[src/rtl/alu_pkg.sv]
// Shared ALU definitions: operand/count widths and the normalizer FSM state encoding.
package alu_pkg;

   localparam int XLEN  = 32;
   localparam int CNT_W = 6;

   typedef enum logic [1:0] {
      IDLE  = 2'd0,
      SHIFT = 2'd1,
      DONE  = 2'd2
   } norm_state_t;

endpackage

[src/rtl/alu_norm_detect.sv]
// Combinational termination and 8-bit fast-step eligibility for the normalizer.
// The fast step exists only when NORM_FAST_STEP_EN is defined.
module alu_norm_detect
   import alu_pkg::*;
(
   input  logic [XLEN-1:0]  work,
   input  logic [CNT_W-1:0] count,
   input  logic             mode,
   output logic             term,
   output logic             fast
);

   always_comb begin
      term = 1'b0;
      fast = 1'b0;
      if (mode) begin
         // Signed: stop once the top two bits differ; at most 31 redundant sign bits.
         term = (work[XLEN-1] != work[XLEN-2]) || (count == CNT_W'(31));
`ifdef NORM_FAST_STEP_EN
         fast = !term && ((work[XLEN-1:XLEN-9] == '0) || (work[XLEN-1:XLEN-9] == '1))
                && (count <= CNT_W'(23));
`endif
      end else begin
         term = work[XLEN-1] || (count == CNT_W'(32));
`ifdef NORM_FAST_STEP_EN
         fast = !term && (work[XLEN-1:XLEN-8] == '0) && (count <= CNT_W'(24));
`endif
      end
   end

endmodule

[src/rtl/alu_normalizer.sv]
// Multi-cycle normalizer: returns the left-shift count that normalizes an operand and the shifted value.
// Optional 8-bit fast step enabled by defining NORM_FAST_STEP_EN.
module alu_normalizer
   import alu_pkg::*;
(
   input  logic             clk,
   input  logic             rst_n,
   input  logic             in_valid,
   output logic             in_ready,
   input  logic [XLEN-1:0]  in_data,
   input  logic             in_signed,
   output logic             out_valid,
   input  logic             out_ready,
   output logic [XLEN-1:0]  out_data,
   output logic [CNT_W-1:0] out_count,
   output norm_state_t      dbg_state
);

   // Handshake: a transfer happens on a rising clk edge where valid & ready are both high;
   // valid is never withdrawn and its payload never changes until that transfer.

   norm_state_t      state_q, state_d;
   logic [XLEN-1:0]  work_q, work_d;
   logic [CNT_W-1:0] count_q, count_d;
   logic             mode_q, mode_d;
   logic             term, fast;

   alu_norm_detect u_detect (
      .work  (work_q),
      .count (count_q),
      .mode  (mode_q),
      .term  (term),
      .fast  (fast)
   );

   always_ff @(posedge clk or negedge rst_n) begin
      if (!rst_n) begin
         state_q <= IDLE;
         work_q  <= '0;
         count_q <= '0;
         mode_q  <= 1'b0;
      end else begin
         state_q <= state_d;
         work_q  <= work_d;
         count_q <= count_d;
         mode_q  <= mode_d;
      end
   end

   always_comb begin
      state_d = state_q;
      work_d  = work_q;
      count_d = count_q;
      mode_d  = mode_q;
      case (state_q)
         IDLE: begin
            if (in_valid) begin
               work_d  = in_data;
               mode_d  = in_signed;
               count_d = '0;
               state_d = SHIFT;
            end
         end
         SHIFT: begin
            if (term) begin
               state_d = DONE;
            end else if (fast) begin
               work_d  = work_q << 8;
               count_d = count_q + CNT_W'(8);
            end else begin
               work_d  = work_q << 1;
               count_d = count_q + CNT_W'(1);
            end
         end
         DONE: begin
            if (out_ready) state_d = IDLE;
         end
         default: state_d = IDLE;
      endcase
   end

   // Outputs read zero outside DONE so the port values match the reset state.
   assign in_ready  = (state_q == IDLE);
   assign out_valid = (state_q == DONE);
   assign out_data  = out_valid ? work_q : '0;
   assign out_count = out_valid ? count_q : '0;
   assign dbg_state = state_q;

endmodule

[config.mk]
export PLATFORM = sky130hd
export DESIGN_NAME = alu_normalizer
export DESIGN_NICKNAME = d
export VERILOG_FILES = /design/src/rtl/alu_pkg.sv /design/src/rtl/alu_norm_detect.sv /design/src/rtl/alu_normalizer.sv
export SDC_FILE = /design/constraint.sdc
export NUM_CORES = 1
export LEC_CHECK = 0
export BUFFER_PORTS_ARGS = -buffer_cell sky130_fd_sc_hd__buf_2
export CAP_MARGIN = 20
export CORE_AREA = 2 2 70 72
export CTS_BUF_LIST = sky130_fd_sc_hd__clkbuf_4 sky130_fd_sc_hd__clkbuf_8
export DETAILED_ROUTE_END_ITERATION = 10
export DIE_AREA = 0 0 72 74
export PLACE_DENSITY = 0.78
export SYNTH_ARGS = -nofsm -noshare
export SYNTH_HDL_FRONTEND = slang
export SYNTH_SLANG_ARGS = --single-unit
export TNS_END_PERCENT = 20
[constraint.sdc]
create_clock -name clk -period 2.6 [get_ports clk]
set_input_delay 0.78 -clock clk [delete_from_list [all_inputs] [get_ports clk]]
set_output_delay 0.78 -clock clk [all_outputs]
set_load 0.01 [all_outputs]
# After elaboration in Yosys (flattened, before gate mapping)
# Cells that the tools add are included.
dict set report word_totals {
  reg_bits 41
  input_bits 37
  out_inout_bits 42
}
dict set report op_classes {
  addsub 1
  n_eq_ne 9
  muxes 13
  reduce_logical 7
}
# op n
set op_table {}
lappend op_table {{$mux W32} 3}
lappend op_table {{$pmux W32 S2} 1}
lappend op_table {{$mux W6} 3}
lappend op_table {{$pmux W6 S2} 1}
lappend op_table {{$add A6 B1 Y6 const B} 1}
lappend op_table {{$eq A6 B5 Y1 const B} 1}
lappend op_table {{$eq A6 B6 Y1 const B} 1}
lappend op_table {{$mux W2} 3}
lappend op_table {{$ne A2 B2 Y1 const B} 3}
lappend op_table {{$pmux W2 S3} 1}
lappend op_table {{$reduce_and A3 Y1} 2}
lappend op_table {{$eq A2 B1 Y1 const B} 1}
lappend op_table {{$eq A2 B2 Y1 const B} 1}
lappend op_table {{$logic_not A2 Y1} 1}
lappend op_table {{$logic_or A1 B1 Y1} 2}
lappend op_table {{$ne A2 B1 Y1 const B} 1}
lappend op_table {{$reduce_and A2 Y1} 1}
lappend op_table {{$reduce_bool A2 Y1} 1}
lappend op_table {{$mux W1} 1}
lappend op_table {{$ne A1 B1 Y1} 1}

# Depth between registers and ports, before layout
dict set report depth {
  ltp_word 5
  mapped_depth 8
}

# Modules after synthesis
# A second synthesis with hierarchy kept.
dict set report unflattened {
  cells_unflattened 284
  hier_area_um2 2577.5
}
# mod n_inst cells_per_inst area_per_inst_um2 seq_area_each_um2
set by_module_without_submodules {}
lappend by_module_without_submodules {alu_normalizer 1 274 2508.7 1026.0}
lappend by_module_without_submodules {alu_norm_detect 1 10 68.8 0.0}

# Worst setup path after synthesis
# No wires, ideal clock.
dict set report synth_path {
  kind {register to output}
  start {register state_q[1] (netlist: dbg_state[1])}
  end {output port out_data[10]}
  arrival_time_ps 1207
  t_required_ps 1820
  path_slack_ps 613
  stages_incl_launch_ff 5
  n_path_buf 2
  cell_sequence {dfrtp_1 nor2b_1 clkbuf_1 clkbuf_1 and2_1}
}
dict set report synth_via {
  elab_chain_cells 2
}
# item line_no
set synth_rtl {}
lappend synth_rtl {{start: declaration} alu_normalizer.sv:22} ;# norm_state_t state_q, state_d;
lappend synth_rtl {{start signal: assignment} alu_normalizer.sv:43} ;# state_q <= state_d;
lappend synth_rtl {{$eq A2 B2 Y1} alu_normalizer.sv:84} ;# assign out_valid = (state_q == DONE);
lappend synth_rtl {{$mux W32} alu_normalizer.sv:85} ;# assign out_data = out_valid ? work_q : '0;
lappend synth_rtl {{end: declaration} alu_normalizer.sv:14} ;# output logic [XLEN-1:0] out_data,
# No other way between the ends.

# Worst setup path after layout
dict set report layout_path {
  start {register state_q[0] (netlist: dbg_state[0])}
  end {output port out_count[0]}
}
dict set report layout_via {
  elab_chain_cells 2
}
# item line_no
set layout_rtl {}
lappend layout_rtl {{$eq A2 B2 Y1} alu_normalizer.sv:84}
lappend layout_rtl {{$mux W6} alu_normalizer.sv:86} ;# assign out_count = out_valid ? count_q : '0;
lappend layout_rtl {{end: declaration} alu_normalizer.sv:15} ;# output logic [CNT_W-1:0] out_count,
# No other way between the ends.

==> results.cfg <==
[sta]
hold_violations = 0
rsz0062_at_grt = no
worst_slack_ns = 0.259
finalSetupTns_ns = 0
max_freq_mhz = 427
finClkSkew_ns = 0.00491
post-route-min-period_ns = 2.34
slew_headroom_pct = 67.4
max_slew.worst_pin.slew_ns = 0.490
slew_viol_final = 0
finalCritPeriodShare_pct = 90.0
finalSetupViolCount = 0

[yosys]
ys_ff_latch = 41
synthFlopType = dfrtp_1
yosys.area.top_type_share_pct = 46.4
synth_area_sq_um = 2210
async_reset_ff_share_pct = 100
ys_warn_count = 0
ys_seq_area_share_pct = 46.4
syn_nets = 244
synth_edf_count = 0
synthTopCellsByArea = dfrtp_1 (46%), o32a_1 (14%), and2_1 (10%)
synthTopCellsByCount = dfrtp_1 (41), and2_1 (36), o21a_1 (30), o32a_1 (30), buf_2 (9)
synth_top_area_cell = dfrtp_1
synthCells = 205
ys_types = 37
syn_avg_cell_area_sq_um = 10.8
yosysMostFrequentCell = dfrtp_1

[floorplanning]
io_pins = 79
start_util_pct = 48.1
num_rows = 25
core_sq_um = 4600
dieArea_sq_um = 5330
die_y_um = 74
die_w_um = 72

[critical_path]
arrival_ns = 1.56
worst-r2r-setup-slack_ns = 0.26
max_stage_delay_ns = 0.41
critical-path-slowest-cell = dfrtp_1
rr_worst_depth = 7
path_class = register to output pin
rr_endpoint = work_q[3]
crit_chain = nor2b_2 > buf_4 > inv_2 > nor2_1 > buf_2
cp.required_ns = 1.82
end_kind = output pin
start_kind = register
reg2reg_from = count_q[0]
critPathMaxFanout = 34

[layout]
drive_above_1_share_pct = 36.2
fin_util_pct = 59.9
diodes = 0
fill_cells = 411
instances_no_fill = 336
fin_nets = 321
syn_to_final_growth_pct = 24.5

[global_routing]
grt_pass1_vias = 1821
met2_usage_pct = 32.8
grtUsageMet1_pct = 28.7
grt_pass1_wl_um = 8580
grt_overflow = 0
antenna_found_initial = 0
grt_usage_pct = 20.7
top_usage_layer = met2
grt_util_met3_pct = 3.93
grt_max_degree = 35

[worst_hold_path]
min_path_type = primary input to async pin

[pwr]
power_uw = 3000
p_leak_uw = 0.00129
swShare_pct = 37.9
ir_drop_mv = 0.501
p_switching_uw = 1140
cellInternalPower_uw = 1860
pwr-share-comb_pct = 46.9
p_seq_share_pct = 38.8
clkPwrFrac_pct = 14.4
p_per_area_nw_per_um2 = 1090

[routing]
drt-wirelength-per-cell_um = 15.6
ant_nets = 0
drc = 0
first_iter_violations = 105
vias = 1905
vias_per_cell = 5.67
routed_wl_um = 5250
drt_first_pass_iters = 4

[clock_network]
numCtsBuffers = 5
cts-root-buf = clkbuf_8
h-tree-depth = 2
ctsHoldBuffers = 0
clk_pin_slew_ns = 0.08
cts_setup_buffers = 0
ctsResizeCount = 0
cts_tree = yes
cts.sinks = 41
clock_latency_ns = 0.29
clockBufferDepth = 2

[place]
placed_cells = 329
routabilityCongestion = 0.838
place_ws_ns = 0.304
numPortBuffers = 78
dp_hpwl_um = 3730

[run_status]
status = finished clean

[flow_run]
maxCapViolations = 0
## routing by layer
metal	share of wire (%)	vias to the layer above
li1	-	918
met1	46	924
met2	49	56
met3	4.4	7
met4	1.2	0
met5	0	-
## worst max-delay path by stage
stage	from	end	slack (ns)	cells past startpoint
6_report	dbg_state[0]	out_count[0]	0.26	5
5_1_grt	dbg_state[0]	out_count[0]	0.16	5
4_1_cts	dbg_state[0]	out_count[0]	0.24	5
3_5_place_dp	count_q[0]	work_q[3]	0.30	7
3_3_place_gp	count_q[0]	work_q[4]	0.39	7
2_1_floorplan	dbg_state[1]	out_data[10]	0.61	4
## flip-flops by register name, indices dropped and copies added (netlist names)
name	flops
dbg_state	2
work_q	32
mode_q	1
count_q	6
## critical path: cells and delay by family, from the launching register on
kind	cells	cell delay, ns
buffers and inverters	3	0.55
DFF	1	0.41
and+or+nand+nor	2	0.30
## cell usage in the layout, fill, tap and decap left out, types with 3 or more instances in the layout
master	n
buf_2	78
dfrtp_1	41
and2_1	36
o32a_1	30
o21a_1	30
buf_4	11
nand2_1	6
clkbuf_8	6
inv_1	3
nor2_1	3
mux2i_1	3
o211ai_1	3
o21ai_1	3
## power by group through the flow
stage               logic (uW)  registers (uW)  clock network [uW]
floorplan                 1030            1100                   0
global placement          1380            1170                   0
detailed placement        1420            1170                   0
CTS                       1420            1160                 442
global route              1560            1200                 473
finish                    1410            1160                 432
## per-stage QoR
step / instance area (sq um) / hold slack (ns)
2_1_floorplan: 2210 / 0.478
3_3_place_gp: 2670 / 0.498
3_5_place_dp: 2670 / 0.502
4_1_cts: 2760 / 0.395
5_1_grt: 2760 / 0.401
6_report: 2760 / 0.388
## logic make-up after synthesis
logic type                 count (synthesis)  synth area share (%)
AOI/OAI and AO/OA                         75                  29.2
adders and majority gates                  2                  1.13
buffers and inverters                     23                  5.09
DFF                                       41                  46.4
muxes                                      4                  1.87
and+or+nand+nor                           60                  16.4
## area by class of cell
cell class / count / area, sq um / area share (%)
Multi-Input combinational cell: 141 / 1080 / 39.4
Sequential cell: 41 / 1030 / 37.2
Timing Repair Buffer: 89 / 473 / 17.2
Clock buffer: 7 / 90.1 / 3.27
Tap cell: 54 / 67.6 / 2.45
Inverter: 4 / 15.0 / 0.545
No activity file was read; power rests on OpenSTA's default activity.
